===== src/rtl/hazard_ctrl_if.sv =====
// -----------------------------------------------------------------------------
// hazard_ctrl_if
//   Bundles the D-stage hazard inputs (register usage, timing, destination and
//   mult/div class produced by the D-stage timing decoder) with the hazard
//   controller's decisions (stall, E-bubble, forwarding selects, md busy).
//
//   master : the pipeline side; drives the D-stage fields and reads the
//            decisions.
//   slave  : the hazard controller; reads the D-stage fields and drives the
//            decisions.
// -----------------------------------------------------------------------------
interface hazard_ctrl_if;
  // D-stage instruction description
  logic       need_rs_D;   // D instruction reads rs
  logic       need_rt_D;   // D instruction reads rt
  logic [2:0] Tuse_rs_D;   // cycles (from D) until rs is consumed
  logic [2:0] Tuse_rt_D;   // cycles (from D) until rt is consumed
  logic [2:0] Tnew_D;      // cycles after entering E until the result is ready
  logic [4:0] rs_D;        // rs index
  logic [4:0] rt_D;        // rt index
  logic [4:0] A3_D;        // destination register, 0 = no write
  logic [1:0] md_kind_D;   // 00 none, 01 mult-class, 10 div-class, 11 none
  logic       md_use_D;    // accesses HI/LO or the md unit

  // Hazard decisions
  logic       stall;       // hold PC and the IF/D register
  logic       bubble_E;    // D->E register loads a NOP
  logic [1:0] fwd_rs_D;    // rs source: 0 RF, 1 E, 2 M, 3 W
  logic [1:0] fwd_rt_D;    // rt source, same encoding
  logic       md_busy;     // md unit still counting

  modport master (
    output need_rs_D, need_rt_D, Tuse_rs_D, Tuse_rt_D, Tnew_D,
           rs_D, rt_D, A3_D, md_kind_D, md_use_D,
    input  stall, bubble_E, fwd_rs_D, fwd_rt_D, md_busy
  );

  modport slave (
    input  need_rs_D, need_rt_D, Tuse_rs_D, Tuse_rt_D, Tnew_D,
           rs_D, rt_D, A3_D, md_kind_D, md_use_D,
    output stall, bubble_E, fwd_rs_D, fwd_rt_D, md_busy
  );
endinterface


===== src/rtl/hazard_ctrl.sv =====
// -----------------------------------------------------------------------------
// hazard_ctrl
//   Stall / forwarding controller for the 5-stage MIPS pipeline.
//   Tracks the destination register and remaining Tnew of the instructions in
//   E, M and W, checks them against the D-stage instruction's sources and
//   Tuse, and models the mult/div busy window so HI/LO accesses wait.
//
//   Ports
//     clk      : core clock, rising edge
//     reset_n  : asynchronous active-low reset
//     hz       : hazard_ctrl_if.slave - D-stage fields in, decisions out
//
//   All outputs are combinational from registered state plus the D inputs.
// -----------------------------------------------------------------------------
module hazard_ctrl #(
  parameter int MULT_CYC = 5,   // busy cycles loaded when mult/multu/madd enters E
  parameter int DIV_CYC  = 10   // busy cycles loaded when div/divu enters E
) (
  input  logic          clk,
  input  logic          reset_n,
  hazard_ctrl_if.slave  hz
);

  localparam logic [3:0] MULT_LD = 4'(MULT_CYC);
  localparam logic [3:0] DIV_LD  = 4'(DIV_CYC);

  typedef enum logic [1:0] {
    FWD_RF = 2'd0,
    FWD_E  = 2'd1,
    FWD_M  = 2'd2,
    FWD_W  = 2'd3
  } fwd_sel_e;

  typedef enum logic [1:0] {
    MD_NONE = 2'b00,
    MD_MULT = 2'b01,
    MD_DIV  = 2'b10,
    MD_RSVD = 2'b11
  } md_kind_e;

  typedef struct packed {
    fwd_sel_e sel;
    logic     stall;
  } src_res_t;

  // ---------------------------------------------------------------------------
  // Pipeline tracking state
  // ---------------------------------------------------------------------------
  logic [4:0] a3_e_q,   a3_e_d;
  logic [2:0] tnew_e_q, tnew_e_d;
  logic [4:0] a3_m_q,   a3_m_d;
  logic [2:0] tnew_m_q, tnew_m_d;
  logic [4:0] a3_w_q,   a3_w_d;    // W result is always ready: no Tnew kept
  logic [3:0] md_cnt_q, md_cnt_d;

  logic     stall;
  logic     md_stall;
  src_res_t res_rs;
  src_res_t res_rt;

  // Resolve one source operand. The youngest stage holding the register wins
  // even if an older stage also writes it and is already ready: the older
  // value is stale by program order.
  function automatic src_res_t resolve_src(
    input logic       need,
    input logic [4:0] idx,
    input logic [2:0] tuse,
    input logic [4:0] a3_e,
    input logic [2:0] tnew_e,
    input logic [4:0] a3_m,
    input logic [2:0] tnew_m,
    input logic [4:0] a3_w
  );
    src_res_t res;
    res.sel   = FWD_RF;
    res.stall = 1'b0;
    // $0 is hard-wired: never forwarded, never a hazard.
    if (need && (idx != 5'd0)) begin
      if (idx == a3_e) begin
        res.sel   = FWD_E;
        res.stall = (tnew_e > tuse);
      end else if (idx == a3_m) begin
        res.sel   = FWD_M;
        res.stall = (tnew_m > tuse);
      end else if (idx == a3_w) begin
        res.sel   = FWD_W;
        res.stall = 1'b0;
      end
    end
    return res;
  endfunction

  // ---------------------------------------------------------------------------
  // Hazard decision (combinational)
  // ---------------------------------------------------------------------------
  // NOTE: every signal written in always_comb gets a default on entry so no
  // path leaves it unassigned; that is what keeps latches from being inferred.
  always_comb begin
    res_rs   = resolve_src(hz.need_rs_D, hz.rs_D, hz.Tuse_rs_D,
                           a3_e_q, tnew_e_q, a3_m_q, tnew_m_q, a3_w_q);
    res_rt   = resolve_src(hz.need_rt_D, hz.rt_D, hz.Tuse_rt_D,
                           a3_e_q, tnew_e_q, a3_m_q, tnew_m_q, a3_w_q);
    md_stall = hz.md_use_D && (md_cnt_q != 4'd0);
    stall    = res_rs.stall | res_rt.stall | md_stall;
  end

  assign hz.stall    = stall;
  assign hz.bubble_E = stall;
  assign hz.fwd_rs_D = res_rs.sel;
  assign hz.fwd_rt_D = res_rt.sel;
  assign hz.md_busy  = (md_cnt_q != 4'd0);

  // ---------------------------------------------------------------------------
  // Next-state logic
  // ---------------------------------------------------------------------------
  always_comb begin
    // A stalled D instruction does not advance; E receives a NOP instead.
    a3_e_d   = stall ? 5'd0 : hz.A3_D;
    tnew_e_d = stall ? 3'd0 : hz.Tnew_D;

    a3_m_d   = a3_e_q;
    tnew_m_d = (tnew_e_q == 3'd0) ? 3'd0 : tnew_e_q - 3'd1;

    a3_w_d   = a3_m_q;

    // A new md operation entering E reloads the counter even while the
    // previous window is still running; md_kind is meaningless when the
    // instruction is held in D.
    md_cnt_d = md_cnt_q;
    if (!stall && (md_kind_e'(hz.md_kind_D) == MD_MULT)) begin
      md_cnt_d = MULT_LD;
    end else if (!stall && (md_kind_e'(hz.md_kind_D) == MD_DIV)) begin
      md_cnt_d = DIV_LD;
    end else if (md_cnt_q != 4'd0) begin
      md_cnt_d = md_cnt_q - 4'd1;
    end
  end

  // ---------------------------------------------------------------------------
  // State registers
  // ---------------------------------------------------------------------------
  // NOTE: sequential state uses non-blocking assignments so every flop samples
  // the pre-edge value of the others, independent of statement order.
  always_ff @(posedge clk or negedge reset_n) begin
    if (!reset_n) begin
      a3_e_q   <= 5'd0;
      tnew_e_q <= 3'd0;
      a3_m_q   <= 5'd0;
      tnew_m_q <= 3'd0;
      a3_w_q   <= 5'd0;
      md_cnt_q <= 4'd0;
    end else begin
      a3_e_q   <= a3_e_d;
      tnew_e_q <= tnew_e_d;
      a3_m_q   <= a3_m_d;
      tnew_m_q <= tnew_m_d;
      a3_w_q   <= a3_w_d;
      md_cnt_q <= md_cnt_d;
    end
  end

endmodule


===== src/flat_wrapper.sv =====
// flat-port wrapper written by rule: the top's interface ports become plain ports
module hazard_ctrl_flat 
#(
  parameter int MULT_CYC = 5,                                                      
  parameter int DIV_CYC  = 10                                               
)
  (clk, reset_n, hz_need_rs_D, hz_need_rt_D, hz_Tuse_rs_D, hz_Tuse_rt_D, hz_Tnew_D, hz_rs_D, hz_rt_D, hz_A3_D, hz_md_kind_D, hz_md_use_D, hz_stall, hz_bubble_E, hz_fwd_rs_D, hz_fwd_rt_D, hz_md_busy);
  hazard_ctrl_if hz_i ();
  input  logic clk;
  input  logic reset_n;
  input wire logic [$bits(hz_i.need_rs_D)-1:0] hz_need_rs_D;
  input wire logic [$bits(hz_i.need_rt_D)-1:0] hz_need_rt_D;
  input wire logic [$bits(hz_i.Tuse_rs_D)-1:0] hz_Tuse_rs_D;
  input wire logic [$bits(hz_i.Tuse_rt_D)-1:0] hz_Tuse_rt_D;
  input wire logic [$bits(hz_i.Tnew_D)-1:0] hz_Tnew_D;
  input wire logic [$bits(hz_i.rs_D)-1:0] hz_rs_D;
  input wire logic [$bits(hz_i.rt_D)-1:0] hz_rt_D;
  input wire logic [$bits(hz_i.A3_D)-1:0] hz_A3_D;
  input wire logic [$bits(hz_i.md_kind_D)-1:0] hz_md_kind_D;
  input wire logic [$bits(hz_i.md_use_D)-1:0] hz_md_use_D;
  output wire logic [$bits(hz_i.stall)-1:0] hz_stall;
  output wire logic [$bits(hz_i.bubble_E)-1:0] hz_bubble_E;
  output wire logic [$bits(hz_i.fwd_rs_D)-1:0] hz_fwd_rs_D;
  output wire logic [$bits(hz_i.fwd_rt_D)-1:0] hz_fwd_rt_D;
  output wire logic [$bits(hz_i.md_busy)-1:0] hz_md_busy;
  assign hz_i.need_rs_D = hz_need_rs_D;
  assign hz_i.need_rt_D = hz_need_rt_D;
  assign hz_i.Tuse_rs_D = hz_Tuse_rs_D;
  assign hz_i.Tuse_rt_D = hz_Tuse_rt_D;
  assign hz_i.Tnew_D = hz_Tnew_D;
  assign hz_i.rs_D = hz_rs_D;
  assign hz_i.rt_D = hz_rt_D;
  assign hz_i.A3_D = hz_A3_D;
  assign hz_i.md_kind_D = hz_md_kind_D;
  assign hz_i.md_use_D = hz_md_use_D;
  assign hz_stall = hz_i.stall;
  assign hz_bubble_E = hz_i.bubble_E;
  assign hz_fwd_rs_D = hz_i.fwd_rs_D;
  assign hz_fwd_rt_D = hz_i.fwd_rt_D;
  assign hz_md_busy = hz_i.md_busy;
  hazard_ctrl #(.MULT_CYC(MULT_CYC), .DIV_CYC(DIV_CYC)) u_core (.clk(clk), .reset_n(reset_n), .hz(hz_i));
endmodule

===== config.mk =====
export PLATFORM = sky130hd
export DESIGN_NAME = hazard_ctrl_flat
export DESIGN_NICKNAME = d
export VERILOG_FILES = /design/src/rtl/hazard_ctrl_if.sv /design/src/rtl/hazard_ctrl.sv /design/src/flat_wrapper.sv
export SDC_FILE = /design/constraint.sdc
export NUM_CORES = 1
export LEC_CHECK = 0
export ABC_AREA = 0
export CAP_MARGIN = 20
export CORE_MARGIN = 1
export CORE_UTILIZATION = 44
export CTS_CLUSTER_DIAMETER = 80
export CTS_CLUSTER_SIZE = 16
export DETAILED_ROUTE_END_ITERATION = 6
export PLACE_DENSITY = 0.72
export SETUP_SLACK_MARGIN = 0.15
export SLEW_MARGIN = 20
export SYNTH_ARGS = -nofsm -noshare
export SYNTH_HDL_FRONTEND = slang
export SYNTH_SLANG_ARGS = --single-unit

===== constraint.sdc =====
create_clock -name clk -period 2.7 [get_ports clk]
set_input_delay 0.27 -clock clk [delete_from_list [all_inputs] [get_ports clk]]
set_output_delay 0.27 -clock clk [all_outputs]
set_load 0.02 [all_outputs]

==> key figures <==
Run status
  • Status: finished clean

STA
  • Setup TNS: 0 ps
  • Hold Vio Cnt, Final: 0
  • Clock Skew: approximately 9 ps
  • Fin crit period: 2470 ps
  • RSZ-0062 raised after global routing: false
  • Max Freq: 0.4049 GHz
  • Final slew viol count: 0
  • # setup viols final: 0
  • Worst Tran Pin Value: 342.8 ps
  • Slew HR: approximately 77%
  • Final period utilization: 91.47%
  • Final worst slack: about 230 ps

Logic synthesis
  • Sequential area share after synthesis: 38.37%
  • Async SR Flop Fraction: 100.0%
  • Syn Std Cell Area: 0.001630 mm2
  • Seq cells post-synth: 25
  • Top cells by area, synth: dfrtp_1 (38%), ha_1 (12%), xnor2_1 (8.6%), xor2_1 (8.6%), and2_1 (3.5%)
  • Count leader, synth: dfrtp_1
  • Post-Syn Instances: 161
  • Yosys warns: 0
  • Most frequently used flop master after synthesis: dfrtp_1
  • Post-synth EDFFs: 0
  • Area share of the largest cell type after synthesis: a little under two fifths
  • Mapped Nets: between 200 and 250
  • Leading cell types by count after synthesis: dfrtp_1 (25), ha_1 (16), xnor2_1 (16), xor2_1 (16), inv_1 (14)
  • Synthesized area per cell: 10.13 um2
  • Leading area contributor after synthesis: dfrtp_1
  • Synth unique cells: 32

Floorplanning
  • Initial Utilization: 47.36%
  • Core box area: 0.003442 mm2
  • Total die area: 0.003953 mm2
  • Site Rows: 21
  • Die Span X: 62.87 um
  • I/O Pins: 38
  • Die height: 62.87 um

Power
  • Leak Pwr: 1.126 nW
  • Switch share: 35.64%
  • Power Internal: 0.8582 mW
  • Clock power share: roughly 17%
  • Comb pwr share: 43.0%
  • Pwr dens: approximately 580 mW/mm2
  • Sw Pwr: between 0.4 and 0.5 mW
  • Flop pwr share: 39.8%
  • Peak VDD IR: 0.4982 mV

Critical path
  • Slowest cell on crit path: clkdlybuf4s50_1
  • CP Max Fanout: 2
  • Cells along the critical path: clkdlybuf4s50_1 > inv_1 > ha_1 > a21o_1 > a21oi_1 > nor4_1 > buf_4 > nor4_4 > inv_2 > buf_6
  • Crit Path Category: input pin to primary output
  • Worst Setup Start Kind: input pin
  • WP data required: 2430 ps
  • CP peak stage delay: 450 ps
  • Worst setup EP type: primary output
  • CP arrival: 2200 ps

Detailed routing
  • DR pass1 iterations: 4
  • Initial drt markers: 19
  • WL per Instance: 14.11 um
  • Total Wirelength: 3795 um
  • DRC: 0
  • Via count: 1342
  • Final ANT Viol Nets: 0
  • Via density: 4.989

CTS
  • Clock Sinks: 25
  • Post-CTS Hold Buffers: 0
  • Inserted Clock Buffers: 3
  • Root Buffer: clkbuf_8
  • CTS tree: yes
  • Htree depth: 1
  • Clk_lat worst skew: around 270 ps
  • Maximum buffer depth of the clock tree: 2
  • Clock transition at the registers of the reported paths: 90 ps

Run
  • Maxcap violations: 0

Placed design
  • Detail Placement HPWL: about 3100 um
  • I/O Buffers: 37
  • Placed Area: around 0.0022 mm2
  • Dpl ws: -352.5 ps
  • RD Place Congestion: 0.8573

GRT
  • Global-route usage over all layers: about a fifth
  • Largest net degree at the start of global routing: 26
  • Initial antenna violation count: 0
  • First-pass GRT wire length: 6534 um
  • Total gr overflow: 0
  • Vias in the first global route: about 1500

Final layout
  • Fin nets: 271
  • Design area: 0.002316 mm2
  • Final core occ: 67.28%
  • Fillers: 276
  • Layout area overhead: 42.06%
  • Ant. Diodes: 0
  • Share of cells above drive strength 1: 18.83%

Hold path
  • HP Class: input pin to asynchronous set/reset pin
## worst max-delay path, delay by kind of cell
| kind | cells | cell delay, ps |
|---|---|---|
| fa+ha+maj | 1 | 310 |
| compound gates | 2 | 320 |
| simple gates | 2 | 410 |
| buf+inv | 5 | 890 |
## through the flow
stage	hold slack (ps)	power [mW]	std cells
global placement	428.6	1.041	263
floorplan	-25.59	0.8698	161
global route	383.0	1.433	269
finish	351.7	1.333	269
detailed placement	425.2	1.078	263
CTS	362.3	1.335	269
## cell families (layout without fill, tap and decap cells)
| group | Yosys count | count (layout) | synth area share, % |
|---|---|---|---|
| compound gates | 23 | 23 | 9.057 |
| xor+xnor | 32 | 32 | 17.19 |
| flops | 25 | 25 | 38.37 |
| buf+inv | 16 | 78 | 4.375 |
| fa+ha+maj | 16 | 16 | 12.28 |
| simple gates | 49 | 49 | 18.73 |
## worst paths after layout
path	startpoint	endpoint	slack [ps]	cells after the start
worst max-delay path	hz_Tuse_rs_D[1]	hz_stall	230	10
worst min-delay path	reset_n	u_core.a3_e_q[0]	350	2
worst max register to register	u_core.tnew_m_q[1]	u_core.md_cnt_q[1]	370	10
worst min register to register	u_core.a3_m_q[3]	u_core.a3_w_q[3]	450	0
max in group asynchronous	reset_n	u_core.tnew_m_q[2]	2100	2
min in group clk	u_core.a3_m_q[3]	u_core.a3_w_q[3]	450	0
## state kept, by name, indices dropped and copies added, names as in the netlist
signal,cells
u_core.md_cnt_q,4
u_core.a3_e_q,5
u_core.tnew_m_q,3
u_core.tnew_e_q,3
u_core.a3_m_q,5
u_core.a3_w_q,5
## cells in the final DEF (no fill, tap or decap), types with 6 or more instances in the layout
cell type / n
nand3_1: 9
clkdlybuf4s50_1: 24
xnor2_1: 16
dlygate4sd2_1: 6
and2_1: 9
xor2_1: 16
ha_1: 15
buf_4: 23
nor3_1: 6
a21oi_1: 8
inv_1: 12
dfrtp_1: 25
## power groups by stage
| stage | Clock (mW) | Sequential [mW] | Combinational, mW |
|---|---|---|---|
| floorplan | 0 | 0.514 | 0.356 |
| global placement | 0 | 0.527 | 0.514 |
| detailed placement | 0 | 0.535 | 0.543 |
| CTS | 0.238 | 0.528 | 0.569 |
| global route | 0.256 | 0.539 | 0.638 |
| finish | 0.230 | 0.530 | 0.574 |
## area by class of cell
cell class	count	area (um2)	share of cell area, %
multi-input cells	120	979.7	42.30
flip-flops and latches	25	625.6	27.01
repair buffers	60	550.5	23.77
well taps	46	57.56	2.485
inverters	14	52.55	2.269
clock buffers	3	41.29	1.783
clock inverters	1	8.758	0.3782
## per-layer routing
layer	share of wire, %	track usage, %
met4	1.8	6.105
met2	51	36.83
met1	44	27.16
met5	0	0
met3	2.3	2.920
## repair_timing
action | 4_1_cts | 5_1_grt
pin swaps | 7 | 5
resized for setup | 25 | 10
gates cloned | 0 | 0
setup endpoints to repair | 4 | 4
buffers inserted | 2 | 0
(Power assumes the default switching activity.)
